<file path="src/rtl/sram_arb_pkg.sv">
// rtl/sram_arb_pkg.sv - shared widths, command encodings and pipeline slot types for the SRAM port arbiter
package sram_arb_pkg;

    localparam int ADDR_W_DEF        = 18;
    localparam int DATA_W_DEF        = 32;
    localparam int N_RD_DEF          = 2;
    localparam int RD_LAT_DEF        = 2;
    localparam int WR_STREAK_MAX_DEF = 8;

    // Command issued to the SRAM in the cycle after a grant
    localparam logic [1:0] CMD_IDLE = 2'd0;
    localparam logic [1:0] CMD_RD   = 2'd1;
    localparam logic [1:0] CMD_WR   = 2'd2;

    // Control bits that travel with every data-pipeline slot
    typedef struct packed {
        logic valid;
        logic is_write;
    } slot_hdr_t;

endpackage

</file>
<file path="src/rtl/rr_arbiter.sv">
// rtl/rr_arbiter.sv - round-robin one-hot arbiter, search starts one past the last winner
module rr_arbiter #(
    parameter int N     = 2,
    parameter int PTR_W = (N > 1) ? $clog2(N) : 1
) (
    input  logic [N-1:0]     req,
    input  logic [PTR_W-1:0] last,
    output logic [N-1:0]     grant,
    output logic [PTR_W-1:0] grant_idx,
    output logic             any
);

    // Walk priorities last+1, last+2, ... with wrap; first requester found wins
    always_comb begin
        grant     = '0;
        grant_idx = '0;
        any       = 1'b0;
        for (int k = 1; k <= N; k++) begin
            for (int i = 0; i < N; i++) begin
                if (!any && req[i] && (i == (int'(last) + k) % N)) begin
                    any       = 1'b1;
                    grant[i]  = 1'b1;
                    grant_idx = PTR_W'(i);
                end
            end
        end
    end

endmodule

</file>
<file path="src/rtl/sram_port_arbiter.sv">
// rtl/sram_port_arbiter.sv - one write and N_RD read channels arbitrated onto a pipelined ZBT SRAM port
module sram_port_arbiter
    import sram_arb_pkg::*;
#(
    parameter int ADDR_W        = ADDR_W_DEF,
    parameter int DATA_W        = DATA_W_DEF,
    parameter int N_RD          = N_RD_DEF,
    parameter int RD_LAT        = RD_LAT_DEF,
    parameter int WR_STREAK_MAX = WR_STREAK_MAX_DEF
) (
    input  logic                   clk_100,
    input  logic                   rst,

    input  logic                   wr_req,
    input  logic [ADDR_W-1:0]      wr_addr,
    input  logic [DATA_W-1:0]      wr_data,
    input  logic [DATA_W/8-1:0]    wr_be,
    output logic                   wr_ack,

    input  logic [N_RD-1:0]        rd_req,
    input  logic [N_RD*ADDR_W-1:0] rd_addr,
    output logic [N_RD-1:0]        rd_ack,
    output logic [N_RD-1:0]        rd_valid,
    output logic [DATA_W-1:0]      rd_data,

    output logic [ADDR_W-1:0]      address_to_sram,
    output logic                   chip_en_n,
    output logic                   write_en_n,
    output logic                   output_en_n,
    output logic [DATA_W/8-1:0]    byte_en_n,
    output logic                   adv,
    input  logic [DATA_W-1:0]      sram_dq_i,
    output logic [DATA_W-1:0]      sram_dq_o,
    output logic                   sram_dq_oe
);

    localparam int BE_W     = DATA_W / 8;
    localparam int CH_W     = (N_RD > 1) ? $clog2(N_RD) : 1;
    localparam int STREAK_W = $clog2(WR_STREAK_MAX + 1);

    typedef struct packed {
        slot_hdr_t         hdr;
        logic [CH_W-1:0]   ch;
        logic [DATA_W-1:0] data;
    } slot_t;

    logic                rd_pending;
    logic [STREAK_W-1:0] streak;
    logic [CH_W-1:0]     last_rd;
    logic [N_RD-1:0]     rr_grant;
    logic [CH_W-1:0]     rr_idx;
    logic                rr_any;
    logic                grant_wr;
    logic                grant_rd;
    logic [1:0]          cmd;
    logic [ADDR_W-1:0]   sel_rd_addr;
    slot_t               slot_in;
    slot_t               pipe [RD_LAT];
    logic                cap_valid;
    logic [CH_W-1:0]     cap_ch;

    assign rd_pending = |rd_req;
    assign adv        = 1'b0;

    rr_arbiter #(
        .N     (N_RD),
        .PTR_W (CH_W)
    ) u_rr (
        .req       (rd_req),
        .last      (last_rd),
        .grant     (rr_grant),
        .grant_idx (rr_idx),
        .any       (rr_any)
    );

    // Writes win unless reads are waiting and the write streak has hit its bound
    assign grant_wr = wr_req && (!rd_pending || (streak < STREAK_W'(WR_STREAK_MAX)));
    assign grant_rd = !grant_wr && rr_any;
    assign wr_ack   = grant_wr;
    assign rd_ack   = grant_rd ? rr_grant : '0;
    assign cmd      = grant_wr ? CMD_WR : (grant_rd ? CMD_RD : CMD_IDLE);

    // Address of the winning read channel
    always_comb begin
        sel_rd_addr = '0;
        for (int c = 0; c < N_RD; c++) begin
            if (rr_grant[c]) begin
                sel_rd_addr = rd_addr[c*ADDR_W +: ADDR_W];
            end
        end
    end

    // Write streak bound and round-robin pointer
    always_ff @(posedge clk_100 or negedge rst) begin
        if (!rst) begin
            streak  <= '0;
            last_rd <= CH_W'(N_RD - 1);
        end else begin
            if (grant_rd || !rd_pending) begin
                streak <= '0;
            end else if (grant_wr && (streak < STREAK_W'(WR_STREAK_MAX))) begin
                streak <= streak + STREAK_W'(1);
            end
            if (grant_rd) begin
                last_rd <= rr_idx;
            end
        end
    end

    // Registered SRAM command one cycle after the grant
    always_ff @(posedge clk_100 or negedge rst) begin
        if (!rst) begin
            address_to_sram <= '0;
            chip_en_n       <= 1'b1;
            write_en_n      <= 1'b1;
            output_en_n     <= 1'b1;
            byte_en_n       <= '1;
        end else begin
            case (cmd)
                CMD_WR: begin
                    address_to_sram <= wr_addr;
                    chip_en_n       <= 1'b0;
                    write_en_n      <= 1'b0;
                    output_en_n     <= 1'b1;
                    byte_en_n       <= ~wr_be;
                end
                CMD_RD: begin
                    address_to_sram <= sel_rd_addr;
                    chip_en_n       <= 1'b0;
                    write_en_n      <= 1'b1;
                    output_en_n     <= 1'b0;
                    byte_en_n       <= {BE_W{1'b0}};
                end
                default: begin
                    chip_en_n       <= 1'b1;
                    write_en_n      <= 1'b1;
                    output_en_n     <= 1'b1;
                    byte_en_n       <= {BE_W{1'b1}};
                end
            endcase
        end
    end

    // Slot entering the data pipeline alongside the command
    always_comb begin
        slot_in              = '0;
        slot_in.hdr.valid    = (cmd != CMD_IDLE);
        slot_in.hdr.is_write = (cmd == CMD_WR);
        slot_in.ch           = rr_idx;
        slot_in.data         = wr_data;
    end

    // Data pipeline: slot k is visible k+1 cycles after the grant
    always_ff @(posedge clk_100 or negedge rst) begin
        if (!rst) begin
            for (int i = 0; i < RD_LAT; i++) begin
                pipe[i] <= '0;
            end
        end else begin
            pipe[0] <= slot_in;
            for (int i = 1; i < RD_LAT; i++) begin
                pipe[i] <= pipe[i-1];
            end
        end
    end

    // Data-phase stage: drive write data or arm read capture at grant+1+RD_LAT
    always_ff @(posedge clk_100 or negedge rst) begin
        if (!rst) begin
            sram_dq_oe <= 1'b0;
            sram_dq_o  <= '0;
            cap_valid  <= 1'b0;
            cap_ch     <= '0;
        end else begin
            sram_dq_oe <= pipe[RD_LAT-1].hdr.valid && pipe[RD_LAT-1].hdr.is_write;
            if (pipe[RD_LAT-1].hdr.valid && pipe[RD_LAT-1].hdr.is_write) begin
                sram_dq_o <= pipe[RD_LAT-1].data;
            end
            cap_valid  <= pipe[RD_LAT-1].hdr.valid && !pipe[RD_LAT-1].hdr.is_write;
            cap_ch     <= pipe[RD_LAT-1].ch;
        end
    end

    // Capture read data from the pad and tag it to its channel
    always_ff @(posedge clk_100 or negedge rst) begin
        if (!rst) begin
            rd_data  <= '0;
            rd_valid <= '0;
        end else begin
            if (cap_valid) begin
                rd_data <= sram_dq_i;
            end
            for (int c = 0; c < N_RD; c++) begin
                rd_valid[c] <= cap_valid && (cap_ch == CH_W'(c));
            end
        end
    end

endmodule

</file>
<file path="config.mk">
export PLATFORM = sky130hd
export DESIGN_NAME = sram_port_arbiter
export DESIGN_NICKNAME = d
export VERILOG_FILES = /design/src/rtl/sram_arb_pkg.sv /design/src/rtl/rr_arbiter.sv /design/src/rtl/sram_port_arbiter.sv
export SDC_FILE = /design/constraint.sdc
export NUM_CORES = 1
export LEC_CHECK = 0
export CELL_PAD_IN_SITES_DETAIL_PLACEMENT = 0
export CELL_PAD_IN_SITES_GLOBAL_PLACEMENT = 1
export CORE_MARGIN = 5
export CORE_UTILIZATION = 32
export CTS_CLUSTER_DIAMETER = 30
export DETAILED_ROUTE_END_ITERATION = 8
export GPL_TIMING_DRIVEN = 0
export PLACE_DENSITY_LB_ADDON = 0.1
export SYNTH_ARGS = -nofsm -noshare
export SYNTH_HDL_FRONTEND = slang
export SYNTH_HIERARCHICAL = 1
export SYNTH_SLANG_ARGS = --single-unit
</file>
<file path="constraint.sdc">
create_clock -name clk_100 -period 1.54 [get_ports clk_100]
set_input_delay 0.308 -clock clk_100 [delete_from_list [all_inputs] [get_ports clk_100]]
set_output_delay 0.308 -clock clk_100 [all_outputs]
set_load 0.02 [all_outputs]
</file>
---- After elaboration in Yosys (flattened, before gate mapping) ----
Cells that the tools add are included.
word-level totals
  input port bits ......................... 127
  bits in latches ......................... 0
  output and inout bits ................... 96
  logic and storage cells ................. 83
  memories ................................ 0
  ROM bits ................................ 0
  flip-flop bits (word level) ............. 169
  memory bits (writable) .................. 0
cells by class
  eq/ne operators ......................... 4
  magnitude comparators ................... 1
  reductions and logical operators ........ 29
  multiplexer cells ....................... 21
  multipliers ............................. 0
  divide/modulo/power cells ............... 0
  bitwise gates (word level) .............. 4
  add/sub/neg operators ................... 3
  shift-type cells ........................ 0
operators with widths
  kind                                                count
  logical NOT 32 bit                                  2
  2-to-1 mux 18 bit                                   2
  one-hot mux 18 bit (2 select lines)                 1
  logical AND 1 bit                                   14
  2-to-1 mux 1 bit                                    13
  2-to-1 mux 4 bit                                    2
  one-hot mux 4 bit (2 select lines)                  1
  logical NOT 1 bit                                   6
  nonzero test 2 bit                                  3
  adder 4 x 1 -> 4 bit (second input constant)        1
  == test 2 bit (first input constant)                2
  less-than comparator 4 bit (second input constant)  1
  2-to-1 mux 2 bit                                    2
  inverter 4 bit                                      1
  OR reduction 2 bit                                  2
  adder 1 bit (second input constant)                 2
  bitwise AND 1 bit (first input constant)            2
  == test 2 x 1 -> 1 bit (second input constant)      1
  == test 2 bit (second input constant)               1
  logical OR 1 bit                                    2
  inverter 1 bit                                      1

---- Depth between registers and ports, before layout ----
Gate-level depths: netlist of the first run.
  depth in word-level cells ............... 23
  mapped depth ............................ 7
  mapped depth without buffers ............ 5

---- Modules after synthesis ----
The synthesis of the first run kept the hierarchy.
by module, submodules not included
  module             area each (um^2)  cells each  instances  seq. area each (um^2)
  sram_port_arbiter  5955.7            381         1          4239.1
  rr_arbiter         32.5              5           1          0.0

---- Least setup slack after synthesis of the first run ----
Ideal clock, no wire load.
  path type ............................... reg2out
  start point ............................. reg last_rd
  end point ............................... out rd_ack[1]
  setup slack ............................. -0.049 ns
  arrival ................................. 1.281 ns
  path buffers ............................ 3
  data required time ...................... 1.232 ns
  stages on the path, launching flop included .. 6
  cell sequence ........................... dfstp_2 a21boi_0 buf_4 buf_2 buf_2 and2_1
between the ends
  elaborated cells between the ends (all ways) .. 26
  classes of those cells .................. 2 x add/sub; 2 x eq/ne; 7 x mux; 2 x bitwise; 13 x reduce/logical
RTL lines
  element                          line                      RTL
  start: declaration               sram_port_arbiter.sv:49   logic [CH_W-1:0] last_rd;
  start signal: assignment         sram_port_arbiter.sv:97   last_rd <= CH_W'(N_RD - 1);
  start signal: assignment         sram_port_arbiter.sv:105  last_rd <= rr_idx;
  adder 1 bit                      rr_arbiter.sv:20          if (!any && req[i] && (i == (int'(last) + k) % N)) begin
  bitwise AND 1 bit (no line)      n/a
  logical NOT 32 bit               rr_arbiter.sv:20
  logical AND 1 bit                rr_arbiter.sv:20
  2-to-1 mux 1 bit                 rr_arbiter.sv:20
  logical NOT 1 bit                rr_arbiter.sv:20
  logical AND 1 bit (2 in series)  rr_arbiter.sv:20
  2-to-1 mux 1 bit                 rr_arbiter.sv:20
  logical NOT 1 bit                rr_arbiter.sv:20
  logical AND 1 bit (2 in series)  rr_arbiter.sv:20
  2-to-1 mux 1 bit                 rr_arbiter.sv:20
  logical NOT 1 bit                rr_arbiter.sv:20
  logical AND 1 bit (2 in series)  rr_arbiter.sv:20
  2-to-1 mux 1 bit *               rr_arbiter.sv:20
  net rr_grant[1]                  sram_port_arbiter.sv:50   logic [N_RD-1:0] rr_grant;
  2-to-1 mux 2 bit *               sram_port_arbiter.sv:80   assign rd_ack = grant_rd ? rr_grant : '0;
  end: declaration                 sram_port_arbiter.sv:22   output logic [N_RD-1:0] rd_ack,
The timed path passes the listed nets; every way through them passes the cells marked *.

---- Worst setup path in the final report of the first run ----
  start point ............................. reg last_rd
  end point ............................... out rd_ack[0]
between the ends
  elaborated cells between the ends (all ways) .. 25
  classes of those cells .................. 2 x add/sub; 2 x eq/ne; 6 x mux; 2 x bitwise; 13 x reduce/logical
RTL lines
  element                          line
  adder 1 bit                      rr_arbiter.sv:20
  bitwise AND 1 bit (no line)      n/a
  logical NOT 32 bit               rr_arbiter.sv:20
  logical AND 1 bit                rr_arbiter.sv:20
  2-to-1 mux 1 bit                 rr_arbiter.sv:20
  logical NOT 1 bit                rr_arbiter.sv:20
  logical AND 1 bit (2 in series)  rr_arbiter.sv:20
  2-to-1 mux 1 bit                 rr_arbiter.sv:20
  logical NOT 1 bit                rr_arbiter.sv:20
  logical AND 1 bit (2 in series)  rr_arbiter.sv:20
  2-to-1 mux 1 bit *               rr_arbiter.sv:20
  net rr_grant[0]                  sram_port_arbiter.sv:50
  2-to-1 mux 2 bit *               sram_port_arbiter.sv:80
Marks and branches as above.

==> out/metrics.csv, run 1 <==
metric,value,unit
status,finished with violations,
failing checks,negative setup slack,
worst hold path type,input port to register,
clk slew on worst S/H paths,0.07,ns
top cell type by total area after synthesis,dfrtp_1,
Slew Limit Fails,0,
IO Pins,223,
CP max stage delay,0.54,ns
Final #Nets,777,
clk buf depth,2,
number of global-route vias before repair,4421,
core area,18600,µm²
Synth top area share,67.3,%
area post-placement,8530,µm²
Final setup viols,20,
XOR/XNOR Fraction of Synth Area,0.146,%
clk sink count,169,
final setup margin,-0.345,ns
mux contribution to synthesized area,16.9,%
DRC,0,
Post-Synth Simple-Gate Area,6.33,%
Unique masters post-synth,29,
post-synthesis adder-cell area fraction,0.209,%
Finished Cell Area,9280,µm²
Die H,147,µm
Tmin final,1.88,ns
row count,50,
syn_nets,514,
sequence of cells on the critical path,"inv_2, a21boi_2, buf_4, buf_8, and2_4, buf_6",
Slew @ Worst Pin,0.606,ns
H-tree lvl count,4,
Final GP Congestion,0.832,
first-pass GRT wire length,23.9,mm
synthesized netlist cell count,386,
fmax,0.531,GHz
CP arrival,1.58,ns
CP Class,register to output pin,
Setup TNS Final,-1.48,ns
drt total wl,15.1,mm
antenna violations before repair,1,
total grt overflow,0,
Final Cycle Share,122,%
Syn Area/Cell,15.5,µm²
vias per cell,4.52,
DR iter-0 viols,132,
Slew Limit Headroom,59.6,%
Post-Syn Area,5990,µm²
crit start category,register,
largest family of logic cells by synthesized area,multiplexers,
clk_lat worst skew,0.43,ns
Routed WL per cell,16.8,µm
share of cells above drive strength 1,28.4,%
Num CTS Buffers,17,
Clock Skews,0.0117,ns
worst path required time,1.23,ns
"slowest stage cell, crit path",dfstp_2,
CP Capture Type,output pin,
"reg-to-reg slack, setup",-0.08,ns
Initial DRT Pass Iterations,5,
GRT Util Overall,14.2,%
synth top area cells,"dfrtp_1 67%, mux2_2 13%, mux2_4 4.3%, dfstp_2 3.5%, nand3b_1 2.3%",
max-cap violations,0,
compound-cell area share of the yosys netlist,3.07,%
"Seq/Total Area, Yosys",70.8,%
most frequent cells in the layout,"161 x dfrtp_1, 122 x clkdlybuf4s50_1, 87 x dlygate4sd2_1, 67 x mux2_2, 22 x nor2_1",
Starting Density,32.2,%
Layout Area Growth over Synthesis,54.9,%
final hold vios,0,
Max IR drop VDD,0.640,mV
Detail Placement HPWL,10.8,mm
# fillers,1633,
RSZ-0062 raised after global routing,true,
tightest hold margin,0.311,ns
Cell Pwr Density,1200,nW/µm²
Synthesis Warnings,6,
"commonest non-fill, non-tap cell in the layout",dfrtp_1,
CTS root buffer,clkbuf_16,
post-route ant nets,0,
largest net degree at the start of global routing,125,
port bufs,221,
DR vias,4051,
Lkg Pwr,4.15,nW
"non-filler cells, final",897,
#FFs+latches synth,169,
CTS tree,done,
Die ar.,21500,µm²
crit-path max FO,2,
Die X,147,µm
cell count after placement,842,
layout make-up:
type | count | area, µm² | area share [%]
clock inverters | 14 | 149 | 1.61
diodes | 1 | 2.50 | 0.0270
flip-flops and latches | 169 | 4240 | 45.7
plain buffers | 18 | 148 | 1.59
multi-input cells | 191 | 1650 | 17.8
clock buffers | 18 | 439 | 4.73
repair buffers | 247 | 2330 | 25.2
inverters | 5 | 22.5 | 0.243
well taps | 234 | 293 | 3.16
synth_stat cells:
cell type,n
nand3_1,2
nand2_2,1
conb_1,1
inv_1,5
clkbuf_1,1
buf_2,13
o22a_1,1
dfrtp_1,161
buf_6,3
o21ai_2,1
a21boi_0,2
nand3b_1,18
ha_1,1
a21oi_1,6
and3_1,1
nor2b_1,3
and2_1,3
mux2_2,67
a31oi_1,18
buf_4,4
nand2_1,22
a21oi_2,1
xor2_1,1
nand4_1,1
or2_1,1
nand2b_1,1
mux2_4,17
nor2_1,22
dfstp_2,8
sequential cells by signal, summed over array words and instances (netlist names), 2 cells and up:
name	flops
pipe	70
rd_data	32
address_to_sram	18
byte_en_n	4
rd_valid	2
sram_dq_o	32
streak	4
layer usage:
layer	wire [µm]	share of wire [%]	vias to the layer above	global-route usage, %
li1	-	-	1852	-
met1	6170	41	2009	17.1
met2	7140	47	168	22.7
met3	1480	9.8	22	6.32
met4	301	2.0	0	5.36
met5	0	0	-	0
logic make-up (layout without fill, tap and decap cells):
kind of cell / count (synthesis) / count (layout)
AO/OA/AOI/OAI: 29 / 29
flip-flops: 169 / 169
adder cells (fa/ha/maj): 1 / 1
multiplexers: 84 / 84
other: 1 / 2
XOR/XNOR: 1 / 1
buffers and inverters: 26 / 302
AND/OR/NAND/NOR: 75 / 75
where the power goes:
group / leakage [nW] / switching [mW] / total [mW] / internal [mW]
Clock: 0.287 / 1.98 / 4.19 / 2.22
Sequential: 1.98 / 0.162 / 4.99 / 4.83
Combinational: 1.89 / 0.924 / 1.91 / 0.989
Total: 4.15 / 3.06 / 11.1 / 8.04
worst max-delay path: cells and delay by family (launching register included):
kind,cells,cell delay [ns]
flops,1,0.54
buf+inv,4,0.36
compound gates,1,0.12
simple gates,1,0.12
metrics by stage:
stage	worst slack (ns)	utilization, %	power [mW]
finish	-0.345	49.9	11.1
global route	-0.423	49.9	11.6
CTS	-0.377	49.4	11.2
detailed placement	-1.27	45.9	7.13
global placement	-6.65	45.7	7.08
floorplan	-0.0000304	-	5.95
worst paths after layout:
check	from	end	cells past startpoint
max	last_rd$_DFFE_PN1P_	rd_ack[0]	6
min	wr_data[5]	pipe[40]$_DFF_PN0_	1
min in group asynchronous	rst	rd_data[19]$_DFFE_PN0P_	2
max in group asynchronous	rst	pipe[31]$_DFF_PN0_	3
max reg2reg	last_rd$_DFFE_PN1P_	address_to_sram[8]$_DFFE_PN0N_	8
min reg2reg	pipe[60]$_DFF_PN0_	pipe[25]$_DFF_PN0_	0
repair_timing:
| item | in CTS | in global routing |
|---|---|---|
| setup endpoints to repair | 113 | 27 |
| pin swaps | 3 | 7 |
| gates resized for setup | 147 | 17 |
| gates cloned | 0 | 3 |
| hold endpoints to repair | 37 | 0 |
| hold buffers | 1 | 0 |
| setup buffers | 11 | 10 |
(Power assumes the default switching activity.)
==> run 2, diff against run 1 <==
RECOVER_POWER = 100   (was not set)
==> run 2 against run 1 <==
Against the previous run: critical path type unchanged; sequential power is essentially flat; critical endpoint unchanged; fmax is essentially flat; largest cell class unchanged; the flow still finishes with violations (negative setup slack); routed wire length is essentially flat; via count is essentially flat; combinational power is essentially flat; worst setup slack is essentially flat.
==> out/metrics.csv, run 2 (same netlist as run 1, synthesis figures left out) <==
metric,value,unit
status,finished with violations,
failing checks,negative setup slack,
Clk pwr share,37.8,%
Final GP Congestion,0.832,
Design Power,11.1,mW
row count,50,
Tmin final,1.88,ns
Reg2Reg Depth,8,
CP Class,register to output pin,
worst reg2reg path endpoint,address_to_sram[8]$_DFFE_PN0N_,
"reg-to-reg slack, setup",-0.08,ns
sw frac,27.6,%
Largest regs,"pipe x70, rd_data x32, sram_dq_o x32",
vias per cell,4.52,
first-pass GRT wire length,23.9,mm
Final setup viols,20,
CP arrival,1.58,ns
Clock Skews,0.0117,ns
post-route ant nets,0,
Comb power frac,17.1,%
Hold Path Stages,0,
total grt overflow,0,
Die ar.,21500,µm²
Lkg Pwr,4.15,nW
Die X,147,µm
"non-filler cells, final",897,
CP Launch Point,last_rd$_DFFE_PN1P_,
clk_lat worst skew,0.43,ns
Slew @ Worst Pin,0.719,ns
Slew Limit Fails,0,
crit start category,register,
"commonest non-fill, non-tap cell in the layout",dfrtp_1,
largest reg by FF count,pipe,
clk buf depth,2,
Net Sw Power,3.06,mW
final setup margin,-0.345,ns
Final #Nets,777,
IO Pins,223,
crit-path max FO,2,
core area,18600,µm²
Slew Limit Headroom,52.1,%
number of global-route vias before repair,4421,
CTS root buffer,clkbuf_16,
clk slew on worst S/H paths,0.07,ns
antenna violations before repair,1,
DR iter-0 viols,132,
DR vias,4050,
Die H,147,µm
Cell Pwr Density,1200,nW/µm²
H-tree lvl count,4,
worst hold path type,register to register,
share of cells above drive strength 1,28.2,%
fmax,0.531,GHz
port bufs,221,
final hold vios,0,
Final Util,49.9,%
DRC,0,
GR Layer Usage met1,17.1,%
drt total wl,15.1,mm
RSZ-0062 raised after global routing,true,
Final Cycle Share,122,%
CP Capture Type,output pin,
cell count after placement,842,
Hold Path Sink,pipe[25]$_DFF_PN0_,
grt met2 use,22.7,%
Starting Density,32.2,%
Routed WL per cell,16.8,µm
max reg flops,70,
max-cap violations,0,
Detail Placement HPWL,10.8,mm
clk sink count,169,
Max IR drop VDD,0.639,mV
GRT Util Overall,14.2,%
Layout Area Growth over Synthesis,54.7,%
Initial DRT Pass Iterations,5,
grt peak-use layer,met2,
most frequent cells in the layout,"161 x dfrtp_1, 90 x clkdlybuf4s50_1, 87 x dlygate4sd2_1, 67 x mux2_2, 33 x dlygate4sd3_1",
Seq pwr share,45.1,%
CTS tree,done,
met3 GRT Util,6.32,%
FF-to-FF Start,last_rd$_DFFE_PN1P_,
worst path required time,1.23,ns
Pint,8.02,mW
largest net degree at the start of global routing,125,
Num CTS Buffers,17,
hold wc startpoint,pipe[60]$_DFF_PN0_,
-- run 2: final cells by class --
type,count,area [µm²]
sequential,169,4240
multi-input combinational,191,1650
buffer,18,146
timing repair buffer,247,2330
fill,1636,9310
tap,234,293
inverter,5,22.5
clock inverter,14,149
clock buffer,18,439
antenna,1,2.50
-- run 2: worst max-delay path by stage --
stage,to,slack (ns),depth (start not counted)
final,rd_ack[0],-0.34,6
after global routing,rd_ack[0],-0.42,6
after CTS,rd_ack[0],-0.38,6
after detailed placement,rd_ack[1],-1.27,7
after global placement,pipe[39]$_DFF_PN0_,-6.65,1
after floorplan,rd_ack[0],-0.00003,5
-- run 2: critical path, stage by stage, from the launching register on --
cell	delay, ns
dfstp_2	0.54
inv_2	0.03
a21boi_2	0.12
buf_4	0.13
buf_8	0.09
and2_4	0.12
buf_6	0.11
-- run 2: power by group through the flow --
stage	sequential [mW]	combinational (mW)	clock [mW]
6_report	4.99	1.89	4.19
4_1_cts	5.00	1.91	4.33
5_1_grt	5.05	2.03	4.53
3_5_place_dp	5.09	2.04	0
2_1_floorplan	5.41	0.541	0
3_3_place_gp	5.07	2.01	0
-- run 2: through the flow --
step	cell area (µm²)	hold slack, ns	setup TNS [ns]	worst slack (ns)
2_1_floorplan	5990	0.0124	-0.0000304	-0.0000304
3_3_place_gp	8500	0.332	-1121.95	-6.65
3_5_place_dp	8530	0.237	-19.42	-1.27
4_1_cts	9180	0.287	-1.28	-0.377
5_1_grt	9270	0.349	-25.85	-0.423
6_report	9270	0.345	-1.50	-0.345
-- run 2: per-layer routing --
layer	part of all wire (%)	up-vias
met4	2.0	0
met3	9.9	22
li1	-	1851
met5	0	-
met2	47	170
met1	41	2007
-- run 2: what timing repair did --
action / 4_1_cts / 5_1_grt
setup endpoints to repair: 113 / 27
gates cloned: 0 / 3
pin swaps: 3 / 7
endpoints found under the hold margin: 37 / 0
gates resized for setup: 147 / 17
buffers inserted: 11 / 10
hold buffers: 1 / 0
